$ cat src/rtl/bill_acceptor_pkg.sv
// rtl/bill_acceptor_pkg.sv - one-hot state encodings and bill code constants
package bill_acceptor_pkg;

  typedef enum logic [6:0] {
    S_IDLE     = 7'b0000001,
    S_VALIDATE = 7'b0000010,
    S_ACCEPT   = 7'b0000100,
    S_STACK    = 7'b0001000,
    S_REJECT   = 7'b0010000,
    S_WAIT_CLR = 7'b0100000,
    S_JAM      = 7'b1000000
  } state_t;

  localparam logic [1:0] CODE_TEN    = 2'b01;
  localparam logic [1:0] CODE_TWENTY = 2'b10;

  function automatic logic code_is_valid(input logic [1:0] code);
    return (code == CODE_TEN) || (code == CODE_TWENTY);
  endfunction

endpackage

$ cat src/rtl/bill_sample_debounce.sv
// rtl/bill_sample_debounce.sv - latches the first code sample and counts identical follow-ups
module bill_sample_debounce #(
  parameter int DEBOUNCE = 4,
  parameter int CNT_W    = 8
) (
  input  logic       i_clk,
  input  logic       i_rst_n,
  input  logic       i_load,
  input  logic       i_step,
  input  logic [1:0] i_code,
  output logic [1:0] o_code,
  output logic       o_mismatch,
  output logic       o_reached,
  output logic       o_stable_valid
);
  import bill_acceptor_pkg::*;

  logic [1:0]       r_code;
  logic [CNT_W-1:0] r_cnt;
  logic [CNT_W-1:0] w_cnt_inc;

  // Load counts the first sample as 1; each matching sample afterwards steps the count
  always_ff @(posedge i_clk or negedge i_rst_n) begin
    if (!i_rst_n) begin
      r_code <= 2'b00;
      r_cnt  <= '0;
    end else if (i_load) begin
      r_code <= i_code;
      r_cnt  <= CNT_W'(1);
    end else if (i_step) begin
      r_cnt  <= w_cnt_inc;
    end
  end

  assign w_cnt_inc      = r_cnt + CNT_W'(1);
  assign o_code         = r_code;
  assign o_mismatch     = (i_code != r_code);
  // The sample being taken now is the one that brings the count up to DEBOUNCE
  assign o_reached      = (w_cnt_inc == CNT_W'(DEBOUNCE));
  assign o_stable_valid = o_reached & code_is_valid(r_code);

endmodule

$ cat src/rtl/bill_acceptor.sv
// rtl/bill_acceptor.sv - bill validator controller emitting Ten/Twenty pulses; option BILL_ACCEPTOR_COUNT_EN
module bill_acceptor #(
  parameter int DEBOUNCE      = 4,
  parameter int REJ_CYCLES    = 8,
  parameter int STACK_TIMEOUT = 255,
  parameter int CNT_W         = 8
) (
  input  logic        Clock,
  input  logic        Clear_n,
  input  logic        BillIn,
  input  logic [1:0]  BillCode,
  input  logic        Ready,
  input  logic        Bill,
  input  logic        Dispense,
  input  logic        Return,
  input  logic        StackDone,
  output logic        Ten,
  output logic        Twenty,
  output logic        Stack,
  output logic        Reject,
  output logic        Busy,
  output logic        Jam
`ifdef BILL_ACCEPTOR_COUNT_EN
  ,
  output logic [15:0] TensTotal,
  output logic [15:0] TwentiesTotal
`endif
);
  import bill_acceptor_pkg::*;

  state_t           r_state;
  state_t           w_next_state;
  logic [CNT_W-1:0] r_cnt;
  logic [CNT_W-1:0] w_cnt_next;
  logic [CNT_W-1:0] w_cnt_inc;
  logic             w_accepting;
  logic             w_load;
  logic             w_step;
  logic [1:0]       w_code;
  logic             w_mismatch;
  logic             w_reached;
  logic             w_stable_valid;
  logic             r_ten;
  logic             r_twenty;
  logic             r_stack;
  logic             r_reject;
  logic             r_busy;
  logic             r_jam;

  assign w_accepting = (Ready | Bill) & ~Dispense & ~Return;
  assign w_cnt_inc   = r_cnt + CNT_W'(1);

  bill_sample_debounce #(
    .DEBOUNCE (DEBOUNCE),
    .CNT_W    (CNT_W)
  ) u_debounce (
    .i_clk          (Clock),
    .i_rst_n        (Clear_n),
    .i_load         (w_load),
    .i_step         (w_step),
    .i_code         (BillCode),
    .o_code         (w_code),
    .o_mismatch     (w_mismatch),
    .o_reached      (w_reached),
    .o_stable_valid (w_stable_valid)
  );

  // Next-state and shared timer update; r_cnt times REJECT hold and STACK timeout
  always_comb begin
    w_next_state = r_state;
    w_cnt_next   = r_cnt;
    w_load       = 1'b0;
    w_step       = 1'b0;
    unique case (r_state)
      S_IDLE: begin
        if (BillIn && w_accepting) begin
          w_next_state = S_VALIDATE;
          w_load       = 1'b1;
        end else if (BillIn) begin
          w_next_state = S_REJECT;
          w_cnt_next   = '0;
        end
      end
      S_VALIDATE: begin
        if (!BillIn) begin
          w_next_state = S_IDLE;
        end else if (!w_accepting || w_mismatch) begin
          w_next_state = S_REJECT;
          w_cnt_next   = '0;
        end else begin
          w_step = 1'b1;
          if (w_reached) begin
            w_next_state = w_stable_valid ? S_ACCEPT : S_REJECT;
            w_cnt_next   = '0;
          end
        end
      end
      S_ACCEPT: begin
        w_next_state = S_STACK;
        w_cnt_next   = '0;
      end
      S_STACK: begin
        // StackDone beats a timeout landing on the same edge
        if (StackDone) begin
          w_next_state = S_WAIT_CLR;
        end else begin
          w_cnt_next = w_cnt_inc;
          if (w_cnt_inc == CNT_W'(STACK_TIMEOUT)) begin
            w_next_state = S_JAM;
          end
        end
      end
      S_REJECT: begin
        if (w_cnt_inc == CNT_W'(REJ_CYCLES)) begin
          w_next_state = S_WAIT_CLR;
          w_cnt_next   = '0;
        end else begin
          w_cnt_next = w_cnt_inc;
        end
      end
      S_WAIT_CLR: begin
        if (!BillIn) begin
          w_next_state = S_IDLE;
        end
      end
      S_JAM: begin
        w_next_state = S_JAM;
      end
      default: begin
        w_next_state = S_IDLE;
        w_cnt_next   = '0;
      end
    endcase
  end

  // State, timer and registered Moore outputs decoded from the state being entered
  always_ff @(posedge Clock or negedge Clear_n) begin
    if (!Clear_n) begin
      r_state  <= S_IDLE;
      r_cnt    <= '0;
      r_ten    <= 1'b0;
      r_twenty <= 1'b0;
      r_stack  <= 1'b0;
      r_reject <= 1'b0;
      r_busy   <= 1'b0;
      r_jam    <= 1'b0;
    end else begin
      r_state  <= w_next_state;
      r_cnt    <= w_cnt_next;
      r_ten    <= (w_next_state == S_ACCEPT) && (w_code == CODE_TEN);
      r_twenty <= (w_next_state == S_ACCEPT) && (w_code == CODE_TWENTY);
      r_stack  <= (w_next_state == S_STACK);
      r_reject <= (w_next_state == S_REJECT);
      r_busy   <= (w_next_state != S_IDLE);
      r_jam    <= (w_next_state == S_JAM);
    end
  end

  assign Ten    = r_ten;
  assign Twenty = r_twenty;
  assign Stack  = r_stack;
  assign Reject = r_reject;
  assign Busy   = r_busy;
  assign Jam    = r_jam;

`ifdef BILL_ACCEPTOR_COUNT_EN
  logic [15:0] r_tens_total;
  logic [15:0] r_twenties_total;

  // Saturating totals that step together with the pulse they count
  always_ff @(posedge Clock or negedge Clear_n) begin
    if (!Clear_n) begin
      r_tens_total     <= '0;
      r_twenties_total <= '0;
    end else if (w_next_state == S_ACCEPT) begin
      if (w_code == CODE_TEN && r_tens_total != 16'hFFFF) begin
        r_tens_total <= r_tens_total + 16'd1;
      end
      if (w_code == CODE_TWENTY && r_twenties_total != 16'hFFFF) begin
        r_twenties_total <= r_twenties_total + 16'd1;
      end
    end
  end

  assign TensTotal     = r_tens_total;
  assign TwentiesTotal = r_twenties_total;
`endif

endmodule

$ cat config.mk
export PLATFORM = sky130hd
export DESIGN_NAME = bill_acceptor
export DESIGN_NICKNAME = d
export VERILOG_FILES = /design/src/rtl/bill_acceptor_pkg.sv /design/src/rtl/bill_sample_debounce.sv /design/src/rtl/bill_acceptor.sv
export SDC_FILE = /design/constraint.sdc
export NUM_CORES = 1
export LEC_CHECK = 0
export CAP_MARGIN = 20
export CORE_MARGIN = 10
export CORE_UTILIZATION = 36
export CTS_BUF_LIST = sky130_fd_sc_hd__clkbuf_16
export CTS_CLUSTER_SIZE = 16
export DETAILED_ROUTE_END_ITERATION = 8
export GPL_TIMING_DRIVEN = 0
export HOLD_SLACK_MARGIN = 0.02
export PLACE_DENSITY = 0.57
export SLEW_MARGIN = 20
export SYNTH_ARGS = -nofsm -noshare
export SYNTH_HDL_FRONTEND = slang
export SYNTH_SLANG_ARGS = --single-unit
$ cat constraint.sdc
create_clock -name Clock -period 2.76 [get_ports Clock]
set_clock_uncertainty 0.15 [all_clocks]
set_input_delay 0.414 -clock Clock [delete_from_list [all_inputs] [get_ports Clock]]
set_output_delay 0.414 -clock Clock [all_outputs]
set_load 0.01 [all_outputs]
==> flow_metrics.env, run 1 <==
export IMPL_max_stage_delay_ns=0.55
export IMPL_timing_rr_end="r_cnt[6]$_DFFE_PN0P_"
export IMPL_vdd_ir_drop_max_uv=348
export IMPL_postLayoutCoreUtil=0.450
export IMPL_synth_compound_area_frac=0.190
export IMPL_core_area_sq_mm=0.00507
export IMPL_min_to="u_debounce.r_cnt[7]$_DFFE_PN0P_"
export IMPL_reg2reg_slack_ns=0.24
export IMPL_die_h_microns=92.3
export IMPL_ff2ff_path_depth=6
export IMPL_dp_cells=297
export IMPL_stdcell_count=306
export IMPL_synth_top_area_share=0.399
export IMPL_yosysTopAreaCell="dfrtp_1"
export IMPL_p_seq_frac=0.379
export IMPL_hp_start="u_debounce.r_cnt[7]$_DFFE_PN0P_"
export IMPL_yosys_cell_types_count=47
export IMPL_cpMostUsedCell="clkbuf_1"
export IMPL_antenna_found_initial=0
export IMPL_io_pins=16
export IMPL_pwr_share_clk=0.349
export IMPL_synth_top_family_by_area="simple AND/OR/NAND/NOR gates"
export IMPL_first_global_vias=1510
export IMPL_p_switching_uw=470
export IMPL_switching_share=0.317
export IMPL_period_minus_slack_ns=2.52
export IMPL_post_route_drc_count=0
export IMPL_comb_power_share=0.272
export IMPL_fmax_mhz=398
export IMPL_drt_first_iter_violations=71
export IMPL_synth_area_sq_mm=0.00188
export IMPL_synth_edf_count=0
export IMPL_status="finished clean"
export IMPL_worst_pin_slew_ns=0.570
export IMPL_drive_above_1_share=0.0975
export IMPL_power_density_mw_per_mm2=650
export IMPL_crit_slowest_cell="or4_1"
export IMPL_grt_first_pass_wirelength_mm=7.26
export IMPL_synth_common_cells="dfrtp_1 (30), nor2_1 (20), nand2_1 (16), o21ai_0 (16), nand3_1 (14)"
export IMPL_finalCritPeriodShare=0.911
export IMPL_grt_max_degree=19
export IMPL_avgRoutedWirePerCell_microns=13.2
export IMPL_maxCapViolations=0
export IMPL_synth_nets=227
export IMPL_synth_adder_area_share=0.0333
export IMPL_via_count=1575
export IMPL_muxShareOfSynthArea=0.0107
export IMPL_arrival_ns=2.57
export IMPL_crit_chain="clkbuf_1 -> or4_1 -> clkbuf_1 -> a21o_1 -> nor3_1 -> a22o_1"
export IMPL_critPathKind="reg -> reg"
export IMPL_dieWidth_microns=92.3
export IMPL_port_buffers=14
export IMPL_r2r_start="r_state[6]$_DFF_PN0_"
export IMPL_cp_max_fo=9
export IMPL_required_ns=2.82
export IMPL_n_antenna_cell=0
export IMPL_hold_viol_final=0
export IMPL_critical_path_startpoint_type="register"
export IMPL_yosysWarnings=0
export IMPL_synthSimpleGateAreaFrac=0.268
export IMPL_wirelength_mm=4.05
export IMPL_relSlewSlack=0.617
export IMPL_clk_insertion_delay_late_ns=0.27
export IMPL_yosysMostFrequentCell="dfrtp_1"
export IMPL_endpoint_kind="register"
export IMPL_die_area_sq_mm=0.00851
export IMPL_core_rowCount=26
export IMPL_path_clk_slew_ns=0.05
export IMPL_syn2layout_area_growth_pct=21.6
export IMPL_routabilityCongestion=0.792
export IMPL_synthFlopType="dfrtp_1"
export IMPL_cts_max_path_buffers=2
export IMPL_routed_via_density=5.15
export IMPL_maxSlewViolCount=0
export IMPL_hpwlAfterDp_mm=3.10
export IMPL_avgSynthCellArea_sq_um=8.86
export IMPL_cts_tree="yes"
export IMPL_ys_ff_latch=31
export IMPL_layout_setup_ws_ns=0.244
export IMPL_dp_worst_setup_slack_ns=-0.196
export IMPL_p_int_uw=1020
export IMPL_worstHoldPathType="reg -> reg"
export IMPL_cts_buffers=5
export IMPL_drtPass1Iterations=4
export IMPL_grt_setup_unrepaired="false"
export IMPL_h_tree_depth=2
export IMPL_nets=250
export IMPL_setup_violations=0
export IMPL_p_leak_uw=0.000967
export IMPL_clockRootBuffer="clkbuf_16"
export IMPL_gr_total_overflow=0
export IMPL_power_uw=1490
export IMPL_synth_async_reset_ratio=1.00
export IMPL_ant_nets=0
export IMPL_netlist_top_cells_area="dfrtp_1 (40%), o21ai_0 (4.3%), nor2_1 (4.0%)"
export IMPL_hold_depth=1
export IMPL_synth_xor_area_share=0.0419
export IMPL_clock_sinks=31
export IMPL_grtUsageTotal=0.103
export IMPL_start_util=0.370
export IMPL_syn_inst=212
export IMPL_ys_seq_area_frac=0.413
sequential cells by signal, indices dropped and copies added (netlist names):
register	flops
r_cnt	8
u_debounce.r_cnt	8
r_state	7
u_debounce.o_code	2
Busy	1
Jam	1
Reject	1
Stack	1
Ten	1
Twenty	1
cell families (layout without fill, tap and decap cells):
group | Yosys count | in the layout
adder cells (fa/ha/maj) | 5 | 5
buffers and inverters | 20 | 44
flip-flops | 31 | 31
multiplexers | 2 | 2
AO/OA/AOI/OAI | 51 | 51
AND/OR/NAND/NOR | 94 | 94
XOR/XNOR | 9 | 9
worst max-delay path, delay by kind of cell, from the launching register on:
family	cells	cell delay, ns
compound gates	2	0.49
buf+inv	2	0.40
flops	1	0.35
simple gates	2	1.07
what timing repair did:
item | 4_1_cts | 5_1_grt
resized for setup | 0 | 1
endpoints found under the setup margin | 0 | 8
hold endpoints to repair | 13 | 0
buffers inserted | 0 | 0
hold buffers | 1 | 0
power by group through the flow:
stage          registers, uW  clock network [uW]  logic (uW)
2_1_floorplan            571                   0         276
6_report                 563                 518         405
3_3_place_gp             570                   0         403
4_1_cts                  564                 532         411
5_1_grt                  572                 555         473
3_5_place_dp             572                   0         408
per-stage QoR:
step	hold slack [ns]	setup TNS [ns]	instance area, sq um
6_report	0.336	0	2290
2_1_floorplan	-0.0316	0	1880
4_1_cts	0.342	0	2280
3_5_place_dp	0.204	-0.962	2130
5_1_grt	0.367	0	2290
3_3_place_gp	0.338	-1.20	2110
routing by layer:
layer,part of all wire,global-route usage
met5,0,0
met4,0.018,0.0398
met3,0.022,0.0269
met2,0.47,0.161
met1,0.49,0.132
cell type report:
cell class	count	area, sq um
Buffer	11	46.3
Clock inverter	3	15.0
Tap cell	70	87.6
Timing Repair Buffer	16	173
Multi-Input combinational cell	161	1030
Clock buffer	5	125
Fill cell	544	2790
Inverter	9	33.8
Sequential cell	31	777
placed cells by master, fill, tap and decap left out, drive strengths merged, types with 7 or more instances in the layout:
| cell | synthesis | final |
|---|---|---|
| clkbuf | 7 | 12 |
| clkdlybuf4s50 | 0 | 13 |
| dfrtp | 30 | 30 |
| inv | 9 | 9 |
| nand2 | 17 | 17 |
| nand3 | 15 | 15 |
| nor2 | 21 | 21 |
| nor3 | 7 | 7 |
| o21ai | 21 | 21 |
| xor2 | 8 | 8 |
how the worst max path moves through the flow:
stage	from	to	slack, ns	cells past startpoint
5_1_grt	Dispense	r_cnt[5]$_DFFE_PN0P_	0.02	8
2_1_floorplan	r_cnt[6]$_DFFE_PN0P_	r_cnt[3]$_DFFE_PN0P_	0.51	7
3_5_place_dp	Dispense	r_cnt[5]$_DFFE_PN0P_	-0.20	8
6_report	r_state[6]$_DFF_PN0_	r_cnt[6]$_DFFE_PN0P_	0.24	6
4_1_cts	Dispense	r_cnt[5]$_DFFE_PN0P_	0.07	8
3_3_place_gp	Dispense	r_cnt[5]$_DFFE_PN0P_	-0.21	8
Power figures use the tool's default switching activity.
==> inputs of run 2 (changes only) <==
- CELL_PAD_IN_SITES_DETAIL_PLACEMENT: not set -> 0
- CELL_PAD_IN_SITES_GLOBAL_PLACEMENT: not set -> 2
- CORE_UTILIZATION: 36 -> 35
- PLACE_DENSITY: 0.57 -> 0.81
- clock period: 2.76 -> 2.4 ns (I/O delays scaled with it)
==> run 2 against run 1 <==
Compared with the run above:
- sequential power increased by 16%
- final area grew 3.6%
- die area increased by 2.2%
- first-iteration DRC count up 31%
- cell count unchanged
- via count is 1.3% higher
- flip-flop and latch count unchanged
- wire length rose by 5.6%
- critical path depth up 2
- clock power rose by 17%
- combinational power grew 29%
- setup slack got worse by 0.19 ns
- largest cell class unchanged
==> flow_metrics.env, run 2 (synthesis gave the netlist of run 1 again) <==
export IMPL_wl_met1_mm=2.15
export IMPL_cp_max_fo=10
export IMPL_post_route_drc_count=0
export IMPL_routed_via_density=5.22
export IMPL_clockRootBuffer="clkbuf_16"
export IMPL_cts_buffers=5
export IMPL_maxCapViolations=0
export IMPL_syn2layout_area_growth_pct=26.0
export IMPL_arrival_ns=2.35
export IMPL_critPathKind="in -> reg"
export IMPL_core_area_sq_mm=0.00517
export IMPL_io_pins=16
export IMPL_layout_setup_ws_ns=0.0545
export IMPL_die_h_microns=93.3
export IMPL_r2r_start="r_state[5]$_DFF_PN0_"
export IMPL_hpwlAfterDp_mm=3.08
export IMPL_grt_first_pass_wirelength_mm=7.35
export IMPL_clk_insertion_delay_late_ns=0.28
export IMPL_finalCritPeriodShare=0.977
export IMPL_setup_violations=0
export IMPL_wl_met3_microns=141
export IMPL_endpoint_kind="register"
export IMPL_worstHoldPathType="in -> reg"
export IMPL_grt_max_degree=18
export IMPL_maxSlewViolCount=0
export IMPL_required_ns=2.41
export IMPL_multi_input_area_sq_mm=0.00108
export IMPL_final_cell_mix="dfrtp_1 (28), nor2_1 (20), nand2_1 (16)"
export IMPL_cp_startpoint="Dispense"
export IMPL_cts_max_path_buffers=2
export IMPL_wirelength_mm=4.28
export IMPL_via_count=1596
export IMPL_route_met2_wl_mm=1.90
export IMPL_timing_rr_end="r_cnt[5]$_DFFE_PN0P_"
export IMPL_n_antenna_cell=0
export IMPL_max_stage_delay_ns=0.43
export IMPL_h_tree_depth=2
export IMPL_fmax_mhz=426
export IMPL_status="finished clean"
export IMPL_grtUsageTotal=0.104
export IMPL_critical_path_startpoint_type="input pin"
export IMPL_p_leak_uw=0.000998
export IMPL_die_area_sq_mm=0.00870
export IMPL_power_density_mw_per_mm2=752
export IMPL_first_global_vias=1524
export IMPL_period_minus_slack_ns=2.35
export IMPL_dp_worst_setup_slack_ns=-0.516
export IMPL_cp_endpoint="r_cnt[5]$_DFFE_PN0P_"
export IMPL_worst_pin_slew_ns=0.582
export IMPL_core_rowCount=26
export IMPL_ff2ff_path_depth=9
export IMPL_reg2reg_slack_ns=0.09
export IMPL_vdd_ir_drop_max_uv=438
export IMPL_dieWidth_microns=93.3
export IMPL_crit_slowest_cell="nor4_2"
export IMPL_port_buffers=14
export IMPL_clock_sinks=31
export IMPL_start_util=0.363
export IMPL_avgRoutedWirePerCell_microns=14.0
export IMPL_final_common_cell="dfrtp_1"
export IMPL_ant_nets=0
export IMPL_path_clk_slew_ns=0.05
export IMPL_crit_chain="clkdlybuf4s50_1 -> or2_2 -> nor4_2 -> nand4_1 -> nand3_2 -> clkbuf_4 -> nand2b_1 -> o22ai_1"
export IMPL_hold_slack_ns=0.321
export IMPL_gr_total_overflow=0
export IMPL_reg_top3="r_cnt x8, u_debounce.r_cnt x8, r_state x7"
export IMPL_regArea_sq_um=779
export IMPL_postLayoutCoreUtil=0.458
export IMPL_grt_setup_unrepaired="true"
export IMPL_cts_tree="yes"
export IMPL_fill_cells=502
export IMPL_relSlewSlack=0.607
export IMPL_drt_first_iter_violations=93
export IMPL_routabilityCongestion=0.781
export IMPL_drtPass1Iterations=4
export IMPL_nets=250
export IMPL_hold_viol_final=0
export IMPL_highest_layer="met4"
export IMPL_antenna_found_initial=0
export IMPL_drive_above_1_share=0.144
## run 2: repair_timing
item | CTS | global route
endpoints found under the hold margin | 13 | 0
setup endpoints to repair | 12 | 15
buffers inserted | 1 | 3
gates resized for setup | 6 | 16
hold buffers | 1 | 0
pin swaps | 1 | 2
## run 2: final cells by class
cell class,instances,area share
clock inverters,3,0.00634
clock buffers,5,0.0528
repair buffers,20,0.0856
well taps,70,0.0370
multi-input cells,161,0.457
flip-flops and latches,31,0.329
inverters,9,0.0143
plain buffers,7,0.0180
## run 2: through the flow
step                      area (sq um)  instances  setup TNS (ns)  power, uW
final                             2370        306               0       1780
after global routing              2370        306         -0.0640       1900
after CTS                         2310        306               0       1760
after detailed placement          2130        297           -6.46       1130
after global placement            2110        296           -6.83       1130
after floorplan                   1880        212               0        974
## run 2: worst min-delay path by stage
stage                                    startpoint                              end  slack, ns  depth (start not counted)
CTS                                          BillIn             r_state[5]$_DFF_PN0_       0.32                          3
floorplan                                   Clear_n                   Busy$_DFF_PN0_      -0.09                          0
finish                                       BillIn             r_state[5]$_DFF_PN0_       0.32                          3
detailed placement                          Clear_n             r_state[6]$_DFF_PN0_       0.16                          1
global route        u_debounce.r_cnt[7]$_DFFE_PN0P_  u_debounce.r_cnt[7]$_DFFE_PN0P_       0.36                          1
global placement    u_debounce.r_cnt[7]$_DFFE_PN0P_  u_debounce.r_cnt[7]$_DFFE_PN0P_       0.33                          1
## run 2: per-layer routing
layer,up-vias,global-route usage
met3,8,0.0280
met5,-,0
met4,0,0.0463
li1,812,-
met1,754,0.136
met2,22,0.154
## run 2: power breakdown
| group | internal (uW) | switching (uW) | leakage, uW |
|---|---|---|---|
| clock | 376 | 229 | 0.0000649 |
| combinational | 225 | 298 | 0.000519 |
| sequential | 598 | 55.6 | 0.000414 |
| total | 1200 | 583 | 0.000998 |
## run 2: worst max-delay path, delay by kind of cell
| family | cells | cell delay (ns) |
|---|---|---|
| buffers and inverters | 2 | 0.60 |
| AND/OR/NAND/NOR | 5 | 1.29 |
| AO/OA/AOI/OAI | 1 | 0.09 |
==> inputs of run 3 (changes only) <==
- CORE_UTILIZATION: 35 -> 32
- PLACE_DENSITY: 0.81 -> 0.78
- SETUP_SLACK_MARGIN: not set -> 0.5
- clock period: 2.4 -> 1.9 ns (I/O delays scaled with it)
==> run 3 against run 2 <==
Compared with the run above:
- the flow now finishes with violations (setup timing)
- non-clock buffer count rose by 32
- final area rose by 23%
- wire length rose by 17%
- sequential share of layout area fell by 6.1 points
- sequential power rose by 26%
- setup slack got worse by 0.44 ns
- cell count rose by 11%
- critical path type is now reg -> reg
- highest routed layer unchanged
==> flow_metrics.env, run 3 (synthesis gave the netlist of run 1 again) <==
export IMPL_switching_share=0.332
export IMPL_max_stage_delay_ns=0.44
export IMPL_maxSlewViolCount=0
export IMPL_grt_max_degree=18
export IMPL_final_common_cell="dfrtp_1"
export IMPL_core_area_sq_mm=0.00561
export IMPL_n_antenna_cell=0
export IMPL_fill_cells=549
export IMPL_hpwlAfterDp_mm=3.30
export IMPL_reg2reg_slack_ns=-0.39
export IMPL_die_h_microns=96.6
export IMPL_worst_path_dominant_cell_family="simple AND/OR/NAND/NOR gates"
export IMPL_crit_slowest_cell="or4_4"
export IMPL_routabilityCongestion=0.768
export IMPL_die_area_sq_mm=0.00934
export IMPL_critical_path_startpoint_type="register"
export IMPL_layout_setup_ws_ns=-0.386
export IMPL_period_minus_slack_ns=2.29
export IMPL_relSlewSlack=0.679
export IMPL_io_pins=16
export IMPL_vdd_ir_drop_max_uv=434
export IMPL_avgRoutedWirePerCell_microns=14.8
export IMPL_cts_buffers=5
export IMPL_wirelength_mm=5.02
export IMPL_h_tree_depth=2
export IMPL_cts_tree="yes"
export IMPL_fmax_mhz=437
export IMPL_syn2layout_area_growth_pct=55.0
export IMPL_routed_via_density=5.16
export IMPL_cts_max_path_buffers=2
export IMPL_finalCritPeriodShare=1.20
export IMPL_path_clk_slew_ns=0.05
export IMPL_endpoint_kind="register"
export IMPL_gr_total_overflow=0
export IMPL_clockRootBuffer="clkbuf_16"
export IMPL_p_seq_frac=0.315
export IMPL_arrival_ns=2.29
export IMPL_status="complete, but fails checks"
export IMPL_clk_insertion_delay_late_ns=0.27
export IMPL_p_leak_uw=0.00128
export IMPL_start_util=0.335
export IMPL_grt_first_pass_wirelength_mm=8.44
export IMPL_drive_above_1_share=0.410
export IMPL_critPathKind="reg -> reg"
export IMPL_violations="setup timing"
export IMPL_ant_nets=0
export IMPL_clock_sinks=31
export IMPL_final_cell_mix="dfrtp_1 (26), buf_4 (24), nor2_1 (18)"
export IMPL_post_route_drc_count=0
export IMPL_nets=282
export IMPL_stdcell_count=340
export IMPL_port_buffers=14
export IMPL_p_switching_uw=865
export IMPL_worst_pin_slew_ns=0.476
export IMPL_grt_setup_unrepaired="true"
export IMPL_core_rowCount=27
export IMPL_drt_first_iter_violations=86
export IMPL_reg_top3="r_cnt x8, u_debounce.r_cnt x8, r_state x7"
export IMPL_postLayoutCoreUtil=0.519
export IMPL_drtPass1Iterations=4
export IMPL_comb_power_share=0.394
export IMPL_crit_chain="clkbuf_8 -> xor2_1 -> or4_4 -> a2111oi_4 -> buf_4 -> nor2_4 -> and3_4 -> a221o_1"
export IMPL_required_ns=1.91
export IMPL_first_global_vias=1749
export IMPL_cp_max_fo=5
export IMPL_worstHoldPathType="in -> async"
export IMPL_antenna_found_initial=0
export IMPL_fin_setup_tns_ns=-3.77
export IMPL_dieWidth_microns=96.6
export IMPL_setup_violations=28
export IMPL_power_density_mw_per_mm2=895
export IMPL_dp_worst_setup_slack_ns=-0.712
export IMPL_path_buf_inv=2
export IMPL_maxCapViolations=0
export IMPL_via_count=1755
export IMPL_hold_viol_final=0
export IMPL_pwr_share_clk=0.291
export IMPL_p_int_uw=1740
export IMPL_grtUsageTotal=0.104
export IMPL_dp_cells=299
## run 3: layout make-up
type,instances,area (sq um),share of cell area
Timing Repair Buffer,48,442,0.152
Sequential cell,31,782,0.268
Buffer,11,121,0.0417
Inverter,9,33.8,0.0116
Multi-Input combinational cell,161,1300,0.447
Tap cell,72,90.1,0.0309
Clock buffer,5,125,0.0430
Clock inverter,3,16.3,0.00558
## run 3: timing repair
action / CTS / global route
pin swaps: 15 / 12
hold buffers: 1 / 0
hold endpoints to repair: 14 / 0
endpoints found under the setup margin: 37 / 31
gates resized for setup: 50 / 27
setup buffers: 20 / 12
## run 3: final timing paths
kind	startpoint	endpoint	cells after the start
max	r_cnt[6]$_DFFE_PN0P_	r_cnt[4]$_DFFE_PN0P_	8
min	Clear_n	Ten$_DFF_PN0_	2
max reg2reg	r_cnt[6]$_DFFE_PN0P_	r_cnt[4]$_DFFE_PN0P_	8
min reg2reg	u_debounce.r_cnt[0]$_DFFE_PN0P_	u_debounce.r_cnt[0]$_DFFE_PN0P_	1
max in group asynchronous	Clear_n	r_state[0]$_DFF_PN1_	3
min in group Clock	BillIn	r_state[5]$_DFF_PN0_	3
## run 3: metrics by stage
stage	instance area (sq um)	total power [uW]	hold WS [ns]
final	2910	2610	0.323
after global routing	2910	2750	0.370
after CTS	2730	2490	0.280
after detailed placement	2240	1490	0.0869
after global placement	2220	1490	0.327
after floorplan	1990	1290	-0.161
## run 3: power by group through the flow
stage               Sequential, uW  Combinational, uW  Clock, uW
CTS                            817                902        772
floorplan                      832                463          0
detailed placement             832                654          0
global route                   832               1120        806
finish                         821               1030        759
global placement               830                661          0
## run 3: routing by layer
metal / track usage / vias up / part of all wire
li1: - / 878 / -
met3: 0.0263 / 4 / 0.030
met1: 0.132 / 852 / 0.45
met2: 0.167 / 21 / 0.50
met4: 0.0361 / 0 / 0.013
met5: 0 / - / 0
